<file path="config.mk">
export PLATFORM = sky130hd
export DESIGN_NAME = div_seq
export DESIGN_NICKNAME = d
export VERILOG_FILES = /design/src/rtl/div_seq_pkg.sv /design/src/rtl/div_step.sv /design/src/rtl/div_seq.sv
export SDC_FILE = /design/constraint.sdc
export NUM_CORES = 1
export LEC_CHECK = 0
export CAP_MARGIN = 20
export CORE_ASPECT_RATIO = 1.4
export CORE_MARGIN = 2
export CORE_UTILIZATION = 35
export CTS_CLUSTER_SIZE = 25
export DETAILED_ROUTE_END_ITERATION = 16
export GPL_ROUTABILITY_DRIVEN = 0
export HOLD_SLACK_MARGIN = 0.1
export PLACE_DENSITY = 0.54
export SKIP_CTS_REPAIR_TIMING = 1
export SLEW_MARGIN = 20
export SYNTH_ARGS = -nofsm -noshare
export SYNTH_HDL_FRONTEND = slang
export SYNTH_SLANG_ARGS = --single-unit
</file>
<file path="constraint.sdc">
create_clock -name clk -period 4.87 [get_ports clk]
set_clock_uncertainty 0.2 [all_clocks]
set_input_delay 0.487 -clock clk [delete_from_list [all_inputs] [get_ports clk]]
set_output_delay 0.487 -clock clk [all_outputs]
set_load 0.03 [all_outputs]
</file>
<file path="src/rtl/div_seq_pkg.sv">
// Shared encodings for the multi-cycle divide sequencer: FSM states,
// handshake levels and the HI/LO result bus width.
package div_seq_pkg;

  localparam logic RST_ENABLE           = 1'b1;
  localparam logic DIV_RESULT_READY     = 1'b1;
  localparam logic DIV_RESULT_NOT_READY = 1'b0;
  localparam logic DIV_START            = 1'b1;
  localparam logic DIV_STOP             = 1'b0;

  localparam int DOUBLE_REG_BUS_W = 64;

  typedef enum logic [1:0] {
    DIV_FREE   = 2'b00,
    DIV_BYZERO = 2'b01,
    DIV_ON     = 2'b10,
    DIV_END    = 2'b11
  } div_state_e;

endpackage

</file>
<file path="src/rtl/div_step.sv">
// One restoring shift-subtract iteration: trial-subtract the divisor from the
// partial remainder window and shift in the resulting quotient bit.
module div_step #(
  parameter int WIDTH = 32
) (
  input  logic [2*WIDTH-1:0] dividend_i,
  input  logic [WIDTH-1:0]   divisor_i,
  output logic [2*WIDTH:0]   dividend_o
);

  logic [WIDTH:0] diff;

  // A borrow out of the trial subtraction means the divisor did not fit.
  always_comb begin
    diff = {1'b0, dividend_i[2*WIDTH-1:WIDTH]} - {1'b0, divisor_i};
    if (diff[WIDTH]) begin
      dividend_o = {dividend_i, 1'b0};
    end else begin
      dividend_o = {diff[WIDTH-1:0], dividend_i[WIDTH-1:0], 1'b1};
    end
  end

endmodule

</file>
<file path="src/rtl/div_seq.sv">
// EX-stage DIV/DIVU sequencer: runs WIDTH restoring iterations on operand
// magnitudes, then applies the signs and holds {remainder, quotient} for HI/LO.
module div_seq
  import div_seq_pkg::*;
#(
  parameter int WIDTH = 32
) (
  input  logic               clk,
  input  logic               rst,
  input  logic               signed_div_i,
  input  logic [WIDTH-1:0]   opdata1_i,
  input  logic [WIDTH-1:0]   opdata2_i,
  input  logic               start_i,
  input  logic               annul_i,
  output logic [2*WIDTH-1:0] result_o,
  output logic               ready_o,
  output logic               stallreq_o
);

  localparam int CNT_W = (WIDTH > 1) ? $clog2(WIDTH) : 1;
  localparam logic [CNT_W-1:0] LAST_CNT = CNT_W'(WIDTH - 1);

  div_state_e         state_q, state_d;
  logic [CNT_W-1:0]   cnt_q, cnt_d;
  // The top bit of the working dividend is never fed back, so only the low
  // 2*WIDTH bits are stored; the step output still carries the full value.
  logic [2*WIDTH-1:0] dividend_q, dividend_d;
  logic [WIDTH-1:0]   divisor_q, divisor_d;
  logic               sign1_q, sign1_d;
  logic               sign2_q, sign2_d;
  logic               signed_q, signed_d;
  logic [2*WIDTH-1:0] result_q, result_d;
  logic               ready_q, ready_d;

  logic [2*WIDTH:0]   step_next;
  logic [WIDTH-1:0]   abs_op1;
  logic [WIDTH-1:0]   abs_op2;
  logic [WIDTH-1:0]   quo_raw;
  logic [WIDTH-1:0]   rem_raw;
  logic [WIDTH-1:0]   quo_fix;
  logic [WIDTH-1:0]   rem_fix;

  div_step #(
    .WIDTH (WIDTH)
  ) u_div_step (
    .dividend_i (dividend_q),
    .divisor_i  (divisor_q),
    .dividend_o (step_next)
  );

  // Magnitudes wrap modulo 2^WIDTH, so the most negative value stays as-is.
  always_comb begin
    abs_op1 = (signed_div_i && opdata1_i[WIDTH-1]) ? -opdata1_i : opdata1_i;
    abs_op2 = (signed_div_i && opdata2_i[WIDTH-1]) ? -opdata2_i : opdata2_i;
    quo_raw = step_next[WIDTH-1:0];
    rem_raw = step_next[2*WIDTH:WIDTH+1];
    quo_fix = (signed_q && (sign1_q ^ sign2_q)) ? -quo_raw : quo_raw;
    rem_fix = (signed_q && sign1_q) ? -rem_raw : rem_raw;
  end

  always_comb begin
    state_d    = state_q;
    cnt_d      = cnt_q;
    dividend_d = dividend_q;
    divisor_d  = divisor_q;
    sign1_d    = sign1_q;
    sign2_d    = sign2_q;
    signed_d   = signed_q;
    result_d   = result_q;
    ready_d    = ready_q;

    case (state_q)
      DIV_FREE: begin
        if ((start_i == DIV_START) && !annul_i) begin
          if (opdata2_i == '0) begin
            state_d = DIV_BYZERO;
          end else begin
            state_d    = DIV_ON;
            cnt_d      = '0;
            dividend_d = {{(WIDTH-1){1'b0}}, abs_op1, 1'b0};
            divisor_d  = abs_op2;
            sign1_d    = opdata1_i[WIDTH-1];
            sign2_d    = opdata2_i[WIDTH-1];
            signed_d   = signed_div_i;
          end
        end
      end

      DIV_BYZERO: begin
        state_d  = DIV_END;
        result_d = '0;
        ready_d  = DIV_RESULT_READY;
      end

      DIV_ON: begin
        if (annul_i) begin
          state_d = DIV_FREE;
        end else begin
          dividend_d = step_next[2*WIDTH-1:0];
          cnt_d      = cnt_q + CNT_W'(1);
          if (cnt_q == LAST_CNT) begin
            state_d  = DIV_END;
            result_d = {rem_fix, quo_fix};
            ready_d  = DIV_RESULT_READY;
          end
        end
      end

      DIV_END: begin
        if ((start_i == DIV_STOP) || annul_i) begin
          state_d  = DIV_FREE;
          result_d = '0;
          ready_d  = DIV_RESULT_NOT_READY;
        end
      end

      default: begin
        state_d = DIV_FREE;
      end
    endcase
  end

  always_ff @(posedge clk) begin
    if (rst == RST_ENABLE) begin
      state_q    <= DIV_FREE;
      cnt_q      <= '0;
      dividend_q <= '0;
      divisor_q  <= '0;
      sign1_q    <= 1'b0;
      sign2_q    <= 1'b0;
      signed_q   <= 1'b0;
      result_q   <= '0;
      ready_q    <= DIV_RESULT_NOT_READY;
    end else begin
      state_q    <= state_d;
      cnt_q      <= cnt_d;
      dividend_q <= dividend_d;
      divisor_q  <= divisor_d;
      sign1_q    <= sign1_d;
      sign2_q    <= sign2_d;
      signed_q   <= signed_d;
      result_q   <= result_d;
      ready_q    <= ready_d;
    end
  end

  assign result_o   = result_q;
  assign ready_o    = ready_q;
  assign stallreq_o = start_i & ~ready_q & ~annul_i;

endmodule

</file>
==> summary.md, run 1 <==
| Metric | Value |
|---|---|
| Insertion delay to the later sink of the worst-skew pair | `0.45 ns` |
| DIE WIDTH | `156 microns` |
| Synth top area cells | `dfxtp_1 30%, nor2_1 8.1%, a21oi_1 6.3%, xor2_1 5.4%, xnor2_1 5.2%` |
| Min Tclk post-route | `4.52 ns` |
| H-tree lvl count | `4` |
| Max Clk Rate | `221 MHz` |
| Layout Nets | `1706` |
| Synth async-reset ratio | `0%` |
| Core box area | `0.0317 sq mm` |
| Post-synthesis sequential area ratio | `30.2%` |
| CTS Sinks | `171` |
| Setup TNS | `0 ns` |
| Share of cells above drive strength 1 | `6.09%` |
| GR Overflow Total | `0` |
| Crit-path max FO | `5` |
| Hold_ws | `0.249 ns` |
| Drt wl/cell | `19.2 microns` |
| Synthesis-to-finish area growth | `21.6%` |
| Critical Path RT | `5.01 ns` |
| Cell Pwr Density | `279 mW/mm^2` |
| Mapped Cells | `1490` |
| Worst Hold Class | `reg -> reg` |
| Final setup viols | `0` |
| Placed instance area | `0.0132 sq mm` |
| Crit Path Class | `reg -> reg` |
| Synth warnings | `0` |
| Slew margin rel. | `41.6%` |
| Drt pass-1 iters | `6` |
| Hold Fails Final Rpt | `0` |
| Slew Viols, Final | `0` |
| Initial antenna violation count | `0` |
| # diodes | `0` |
| Clock buffer depth | `2` |
| Post-synth top area cell | `dfxtp_1` |
| Unique masters post-synth | `72` |
| Final Cell Area | `0.0138 sq mm` |
| Crit path arrival time | `4.66 ns` |
| CTS tree | `yes` |
| Max-Cap Viols | `0` |
| Root buffer cell | `clkbuf_16` |
| Die area | `0.0338 sq mm` |
| Count of flip-flops with a built-in enable after synthesis | `0` |
| Post-synth net total | `1598` |
| Number of global-route vias before repair | `11100` |
| Status | `finished clean` |
| Leak pwr | `5.22 nW` |
| Via count | `11300` |
| Initial Util | `35.7%` |
| Clock Pin Slew Worst Setup and Hold Paths | `0.06 ns` |
| Crit path launch type | `register` |
| DPL Wire Length | `29000 microns` |
| Drt drc | `0` |
| Largest net degree at the start of global routing | `54` |
| First-pass GRT wire length | `60500 microns` |
| First-iteration detailed-routing DRC count | `710` |
| Mapped cell area | `0.0113 sq mm` |
| Num CTS Buffers | `17` |
| Multi-input logic area | `0.00730 sq mm` |
| FF+latch count, synth | `171` |
| Unrepaired setup endpoints after global routing | `false` |
| Via density | `5.62` |
| DRT antenna net count | `0` |
| I/O Buffers | `134` |
| Total track usage | `22.7%` |
| Most common cell after layout, fill and taps aside | `nor2_1` |
| Top cell type's share of synthesized area | `30.2%` |
| VDD IR-drop max | `0.000258 V` |
| Die H | `217 microns` |
| Row cnt | `77` |
| Worst setup EP type | `register` |
| Synth Area per Inst | `7.60 sq um` |
| Top Ports | `135` |
| Fin crit share | `92.8%` |
| Register area | `0.00342 sq mm` |
| Fillers | `3204` |
| Slew @ Worst Pin | `0.874 ns` |
| Post-synth top flop | `dfxtp_1` |
| Final wirelength | `38500 microns` |
| Most frequent cells in the layout | `240 x nor2_1, 171 x dfxtp_1, 142 x a21oi_1` |
## power breakdown
part           internal [mW]  leakage [nW]  switching [mW]
registers               1.44          1.39          0.0356
logic                  0.350          3.55           0.575
clock network          0.848         0.289           0.597
## stage by stage
stage	setup WS [ns]	total power, mW	instances	util (%)
after floorplan	0.0506	2.10	1490	-
after global placement	0.348	2.42	1974	41.5
after CTS	0.377	3.87	2005	43.4
final	0.351	3.84	2005	43.4
after global routing	0.0539	4.01	2005	43.4
after detailed placement	0.352	2.42	1974	41.5
## logic make-up after synthesis
| group | count (synthesis) | share of synthesized area, % |
|---|---|---|
| compound gates | 447 | 26.2 |
| xor+xnor | 137 | 10.6 |
| fa+ha+maj | 39 | 4.38 |
| buf+inv | 150 | 5.59 |
| flops | 171 | 30.2 |
| mux | 21 | 1.89 |
| simple gates | 525 | 21.1 |
## critical path: stages, from the launching register on
cell and delay (ns):
dfxtp_1 0.33, inv_1 0.05, ha_1 0.21, fa_1 0.40, nand2b_1 0.22, a21oi_2 0.18, buf_4 0.15, o21ai_0 0.29
nor2_1 0.20, a211oi_1 0.07, buf_4 0.21, a2111oi_0 0.52, a31oi_1 0.41, nor3_1 0.42, a21oi_1 0.15, xnor2_1 0.19
a22o_1 0.21
## final cells by class
| class | count | share of cell area (%) |
|---|---|---|
| multi-input combinational | 1169 | 53.0 |
| sequential | 171 | 24.9 |
| clock buffer | 22 | 3.44 |
| clock inverter | 9 | 0.981 |
| tap | 395 | 3.59 |
| inverter | 60 | 1.64 |
| timing repair buffer | 179 | 12.4 |
## synthesized netlist by cell type, types with 27 or more instances
library cell	instances
ha_1	38
nand2_1	111
nor3_1	49
o21ai_0	65
a21oi_1	143
xnor2_1	67
nor2_1	243
a22o_1	27
clkbuf_1	66
inv_1	60
xor2_1	70
a211oi_1	38
a22oi_1	47
dfxtp_1	171
## flip-flops by register name, summed over array words and instances, names as in the netlist
signal,flops
sign1_q,1
state_q,2
divisor_q,32
ready_o,1
dividend_q,64
result_o,64
signed_q,1
sign2_q,1
cnt_q,5
## routing by layer
layer | track usage, % | share of wire [%]
met4 | 10.7 | 3.8
met5 | 0 | 0
met1 | 25.6 | 41
met2 | 41.7 | 52
met3 | 3.35 | 4.0
## worst paths after layout
check            startpoint            to  slack (ns)  depth (start not counted)
min reg2reg     result_o[5]   result_o[5]        0.25                          2
max          dividend_q[32]  result_o[59]        0.35                         16
min             result_o[5]   result_o[5]        0.25                          2
max reg2reg  dividend_q[32]  result_o[59]        0.35                         16
Power figures use the tool's default switching activity.
==> run 2, diff against run 1 <==
--- a/config.mk
+++ b/config.mk
@@ -5,7 +5,6 @@
 export SDC_FILE = /design/constraint.sdc
 export NUM_CORES = 1
 export LEC_CHECK = 0
-export CAP_MARGIN = 20
 export CORE_ASPECT_RATIO = 1.4
 export CORE_MARGIN = 2
 export CORE_UTILIZATION = 35
==> results of run 2 <==
The final DEF is identical to that of run 1; final timing and power are the same.
